==> src/rtl/program_uploader.sv <==
// Program uploader: waits for the core's INIT byte, then sends the program
// size, the program words and (after the core's ACK) the input-data words
// over a byte-wide UART transmitter, reading the image from a 1-cycle ROM.
// Ports:
//   clk, rstn                 clock, asynchronous active-low reset
//   start                     one-cycle pulse beginning an upload
//   prog_words, data_words    word counts, latched when start is accepted
//   rom_addr / rom_data       image ROM word address / read data (1-cycle latency)
//   rx_byte, rx_valid         byte stream from the UART receiver
//   tx_byte, tx_start, tx_busy  byte handshake with the UART transmitter
//   busy, done, error         upload status (done/error held until next start)
module program_uploader #(
  parameter int unsigned ADDR_W    = 16,
  parameter int unsigned TIMEOUT   = 100000000,
  parameter logic [7:0]  INIT_BYTE = 8'h99,
  parameter logic [7:0]  ACK_BYTE  = 8'hAA
) (
  input  logic              clk,
  input  logic              rstn,
  input  logic              start,
  input  logic [ADDR_W-1:0] prog_words,
  input  logic [ADDR_W-1:0] data_words,
  output logic [ADDR_W-1:0] rom_addr,
  input  logic [31:0]       rom_data,
  input  logic [7:0]        rx_byte,
  input  logic              rx_valid,
  output logic [7:0]        tx_byte,
  output logic              tx_start,
  input  logic              tx_busy,
  output logic              busy,
  output logic              done,
  output logic              error
);

  localparam int unsigned WAIT_W = (TIMEOUT > 0) ? $clog2(TIMEOUT + 1) : 1;

  typedef enum logic [2:0] {
    IDLE, WAIT_INIT, SEND_SIZE, SEND_PROG, WAIT_ACK, SEND_DATA, FINISH
  } state_t;

  state_t              state;
  logic [ADDR_W-1:0]   prog_cnt;
  logic [ADDR_W-1:0]   data_cnt;
  logic [ADDR_W-1:0]   words_left;  // words still to send after the current one
  logic [31:0]         word_reg;
  logic [1:0]          byte_idx;
  logic [1:0]          fetch;       // 2: address presented, 1: capture rom_data
  logic                guard;       // cycle after tx_start, tx_busy not trusted
  logic                last_sent;   // final data byte issued, draining transmitter
  logic [WAIT_W-1:0]   wait_cnt;

  logic       can_issue;
  logic [7:0] cur_byte;

  assign can_issue = !tx_start && !guard && !tx_busy && (fetch == 2'd0);
  assign cur_byte  = word_reg[{byte_idx, 3'b000} +: 8];

  // Single-process FSM; the next word is fetched while the current word's
  // last byte is on the wire, so word boundaries add no idle cycles.
  always_ff @(posedge clk or negedge rstn) begin
    if (!rstn) begin
      state      <= IDLE;
      prog_cnt   <= '0;
      data_cnt   <= '0;
      words_left <= '0;
      word_reg   <= '0;
      byte_idx   <= '0;
      fetch      <= '0;
      guard      <= 1'b0;
      last_sent  <= 1'b0;
      wait_cnt   <= '0;
      rom_addr   <= '0;
      tx_byte    <= '0;
      tx_start   <= 1'b0;
      busy       <= 1'b0;
      done       <= 1'b0;
      error      <= 1'b0;
    end else begin
      tx_start <= 1'b0;
      guard    <= tx_start;

      if (fetch == 2'd2) begin
        fetch <= 2'd1;
      end else if (fetch == 2'd1) begin
        word_reg <= rom_data;
        fetch    <= 2'd0;
      end

      case (state)
        IDLE, FINISH: begin
          if (start) begin
            done      <= 1'b0;
            error     <= 1'b0;
            busy      <= 1'b1;
            prog_cnt  <= prog_words;
            data_cnt  <= data_words;
            wait_cnt  <= '0;
            last_sent <= 1'b0;
            state     <= WAIT_INIT;
          end
        end

        // A received byte outranks the timeout; an ignored byte defers it.
        WAIT_INIT: begin
          if (rx_valid && rx_byte == INIT_BYTE) begin
            word_reg <= 32'(prog_cnt);
            byte_idx <= 2'd0;
            state    <= SEND_SIZE;
          end else if (!rx_valid && wait_cnt == WAIT_W'(TIMEOUT)) begin
            error <= 1'b1;
            busy  <= 1'b0;
            state <= FINISH;
          end else if (wait_cnt != WAIT_W'(TIMEOUT)) begin
            wait_cnt <= wait_cnt + WAIT_W'(1);
          end
        end

        SEND_SIZE, SEND_PROG, SEND_DATA: begin
          if (last_sent) begin
            if (!tx_start && !guard && !tx_busy) begin
              last_sent <= 1'b0;
              done      <= 1'b1;
              busy      <= 1'b0;
              state     <= FINISH;
            end
          end else if (can_issue) begin
            tx_start <= 1'b1;
            tx_byte  <= cur_byte;
            byte_idx <= byte_idx + 2'd1;
            if (byte_idx == 2'd3) begin
              if (state == SEND_SIZE && prog_cnt == '0) begin
                wait_cnt <= '0;
                state    <= WAIT_ACK;
              end else if (state == SEND_SIZE) begin
                rom_addr   <= '0;
                fetch      <= 2'd2;
                words_left <= prog_cnt - ADDR_W'(1);
                state      <= SEND_PROG;
              end else if (words_left == '0) begin
                if (state == SEND_PROG) begin
                  wait_cnt <= '0;
                  state    <= WAIT_ACK;
                end else begin
                  last_sent <= 1'b1;
                end
              end else begin
                rom_addr   <= rom_addr + ADDR_W'(1);
                fetch      <= 2'd2;
                words_left <= words_left - ADDR_W'(1);
              end
            end
          end
        end

        WAIT_ACK: begin
          if (rx_valid) begin
            if (rx_byte != ACK_BYTE) begin
              error <= 1'b1;
              busy  <= 1'b0;
              state <= FINISH;
            end else if (data_cnt == '0) begin
              done  <= 1'b1;
              busy  <= 1'b0;
              state <= FINISH;
            end else begin
              rom_addr   <= prog_cnt;  // data image follows the program, mod 2^ADDR_W
              fetch      <= 2'd2;
              words_left <= data_cnt - ADDR_W'(1);
              byte_idx   <= 2'd0;
              state      <= SEND_DATA;
            end
          end else if (wait_cnt == WAIT_W'(TIMEOUT)) begin
            error <= 1'b1;
            busy  <= 1'b0;
            state <= FINISH;
          end else begin
            wait_cnt <= wait_cnt + WAIT_W'(1);
          end
        end

        default: state <= IDLE;
      endcase
    end
  end

endmodule

==> config.mk <==
export PLATFORM = sky130hd
export DESIGN_NAME = program_uploader
export DESIGN_NICKNAME = d
export VERILOG_FILES = /design/src/rtl/program_uploader.sv
export SDC_FILE = /design/constraint.sdc
export NUM_CORES = 1
export LEC_CHECK = 0
export BUFFER_PORTS_ARGS = -buffer_cell sky130_fd_sc_hd__buf_2
export CAP_MARGIN = 30
export CORE_ASPECT_RATIO = 0.7
export CORE_MARGIN = 4
export CORE_UTILIZATION = 50
export DETAILED_ROUTE_END_ITERATION = 8
export PLACE_DENSITY_LB_ADDON = 0.05
export SYNTH_ARGS = -nofsm -noshare
export SYNTH_HDL_FRONTEND = slang
export SYNTH_SLANG_ARGS = --single-unit
==> constraint.sdc <==
create_clock -name clk -period 3.5 [get_ports clk]
set_input_delay 0.175 -clock clk [delete_from_list [all_inputs] [get_ports clk]]
set_output_delay 0.175 -clock clk [all_outputs]
set_load 0.01 [all_outputs]
==> impl_metrics.csv <==
group,metric,value,unit
finish,final_util,62.76,%
finish,final_cell_area,9847,um2
worst_setup_path,path_buf_inv,1,
worst_setup_path,required,3820,ps
yosys,yosys_warnings,0,
floorplanning,num_rows,38,
worst_setup_path,cp_slowest_cell,"dfrtp_1",
worst_setup_path,cp_max_fo,26,
floorplanning,num_io_pins,105,
timing,period_minus_slack,2844,ps
drt,drt-pass1-iter-count,8,
cts,path_clk_slew,60,ps
floorplanning,die_h,114.5,um
yosys,synthCells,828,
timing,setup_violations,0,
yosys,ys_ff_latch,144,
drt,wl_per_cell,20.36,um
placement,port_buffers,104,
worst_setup_path,path_common_cell,"o21ai_1",
finish,diodes,0,
timing,fin_worst_skew,10.47,ps
timing,min_period_over_period,81.25,%
job,maxCapViolations,0,
worst_setup_path,crit_family,"simple AND/OR/NAND/NOR gates",
hold_path,hp-class,"in2reg",
finish,ff_latch_area,3603,um2
worst_setup_path,crit_path_end_kind,"register",
grt,grt_pass1_vias,7080,
grt,grt_usage,26.30,%
yosys,ys_seq_area_share,44.49,%
yosys,synthFlopType,"dfrtp_1",
finish,final_cells,1168,
cts,clk_latency,420,ps
finish,fill_cells,1313,
grt,overflow,0,
timing,max_freq,351.7,MHz
timing,tightest_slew,1020,ps
placement,placed_cells,1100,
placement,place_area,8865,um2
finish,multi_input_area,4204,um2
power_and_ir_drop,powerDensity,913.3,nW/um2
timing,drv_slew,0,
yosys,synth_cell_types,68,
floorplanning,die_area,18330,um2
cts,cts_resized,0,
cts,cts_setup_buffers,0,
finish,finalNetCount,1039,
placement,place.gp.congestion,0.9354,
timing,whs,14.64,ps
finish,final_layout_size_suffix_gt1_share,23.97,%
finish,largest_reg_flops,32,
floorplanning,initial_core_util,51.63,%
grt,grt_pass1_wl,38320,um
yosys,synth_edf_count,0,
worst_setup_path,crit_type,"reg2reg",
floorplanning,core_region_area,15690,um2
drt,routed_wl,23780,um
grt,antenna_found_initial,0,
cts,cts.path.max_buffers,2,
power_and_ir_drop,p_leak,4.139,nW
floorplanning,fp.dieW,160.1,um
drt,ant_nets,0,
worst_setup_path,start_kind,"register",
drt,drcViolationCount,0,
drt,num_vias,7314,
finish,syn_to_final_growth,21.56,%
yosys,syn_area_per_cell,9.783,um2
yosys,async_reset_ff_share,100.0,%
power_and_ir_drop,vdd_drop_max,446.2,uV
timing,slew_headroom,31.41,%
cts,cts_tree,"yes",
cts,cts.sinks,144,
timing,finalSetupTns,0,ps
cts,htreeDepth,4,
cts,clock-root-buffer,"clkbuf_16",
drt,vias_per_cell,6.262,
timing,final-hold-violation-count,0,
cts,numCtsBuffers,17,
timing,rsz0062_at_grt,"no",
worst_setup_path,cp_slowest_stage_delay,630,ps
grt,grt_max_degree,92,
placement,dp_hpwl,16520,um
drt,drtIter0Drc,725,
worst_setup_path,worst_ep_arrival_time,3160,ps
yosys,syn_nets,910,
run_status,status,"completed",
yosys,synth.cell_area,8100,um2
worst_setup_path,crit_chain,"buf_4 -> nor2b_1 -> o21ai_1 -> o21ai_1 -> or3_1 -> or3_4 -> o41ai_1",
-- through the flow --
step	power [mW]	worst slack (ps)
6_report	8.993	656.3
5_1_grt	9.546	455.9
4_1_cts	8.967	668.6
3_5_place_dp	7.083	678.4
3_3_place_gp	6.938	747.7
2_1_floorplan	5.836	1115
-- repair_timing --
item	4_1_cts	5_1_grt
hold endpoints to repair	126	0
endpoints found under the setup margin	0	0
hold buffers	37	0
-- logic make-up (layout without fill, tap and decap cells) --
family,count (synthesis),count (layout),share of synthesized area [%]
fa+ha+maj,5,5,0.7723
mux,86,86,12.53
compound gates,233,233,18.61
simple gates,280,280,18.83
buf+inv,72,212,3.908
flops,144,144,44.49
xor+xnor,8,8,0.8650
-- cells in the mapped netlist (9+ instances only) --
cell type,n,area (um2)
o22ai_1,12,75.07
a21o_1,9,67.56
buf_2,10,50.05
nor2_1,86,322.8
mux2_2,43,484.2
inv_1,14,52.55
or3b_1,11,96.34
a21oi_1,52,260.3
dfrtp_1,144,3603
clkbuf_1,36,135.1
nor3_1,15,75.07
nand3_1,28,140.1
o21ai_0,39,195.2
and3_1,11,68.82
nand2_1,47,176.4
mux2i_1,35,350.3
o31ai_1,47,352.8
nand4_1,15,93.84
nor4_1,15,93.84
a31oi_1,23,143.9
-- worst paths after layout --
kind                                    from            to  slack (ps)  cells past startpoint
worst min-delay path            rom_data[23]  word_reg[23]          10                      3
max in group asynchronous               rstn   data_cnt[6]        2290                      3
worst min register to register      tx_start         guard         390                      0
worst max register to register      state[1]  wait_cnt[10]         660                      7
worst max-delay path                state[1]  wait_cnt[10]         660                      7
min in group asynchronous               rstn   wait_cnt[5]         400                      2
-- final cells by class --
| class | instances | area share (%) |
|---|---|---|
| Multi-Input combinational cell | 612 | 42.69 |
| Sequential cell | 144 | 36.59 |
| Timing Repair Buffer | 168 | 11.70 |
| Clock buffer | 19 | 4.498 |
| Tap cell | 200 | 2.541 |
| Clock inverter | 11 | 1.436 |
| Inverter | 14 | 0.5337 |
-- per-layer routing --
| metal | routed length, um | up-vias | share of wire, % | track usage, % |
|---|---|---|---|---|
| li1 | - | 3375 | - | - |
| met1 | 11110 | 3546 | 47 | 39.00 |
| met2 | 10370 | 352 | 44 | 38.93 |
| met3 | 1827 | 41 | 7.7 | 5.362 |
| met4 | 464 | 0 | 2.0 | 8.367 |
| met5 | 0 | - | 0 | 0 |
-- cells in the final DEF (no fill, tap or decap), types with 6 or more instances in the layout --
cell type / instances
clkbuf_16: 17
nor3_1: 15
nand2_1: 47
inv_1: 14
nor2b_1: 6
nor2_1: 86
nand3_1: 28
dfrtp_1: 144
buf_2: 103
mux2_2: 43
and2_1: 8
a31oi_1: 22
a21oi_1: 51
o21ai_0: 39
a22oi_1: 7
nand4_1: 15
mux4_2: 8
nor4_1: 15
o22ai_1: 12
o21ai_1: 6
a21o_1: 9
o31ai_1: 47
dlygate4sd3_1: 37
and3_1: 11
buf_4: 24
or3b_1: 11
mux2i_1: 35
-- report_power, final --
group | leakage, nW | switching [mW] | total, mW | internal (mW)
registers | 1.82 | 0.747 | 3.04 | 2.30
logic | 2.04 | 2.32 | 4.13 | 1.81
clock network | 0.280 | 0.697 | 1.82 | 1.13
-- worst min-delay path, stage by stage --
cell     delay [ps]
buf_2            80
mux2i_1          60
nor2_1           80
Power figures use the tool's default switching activity.
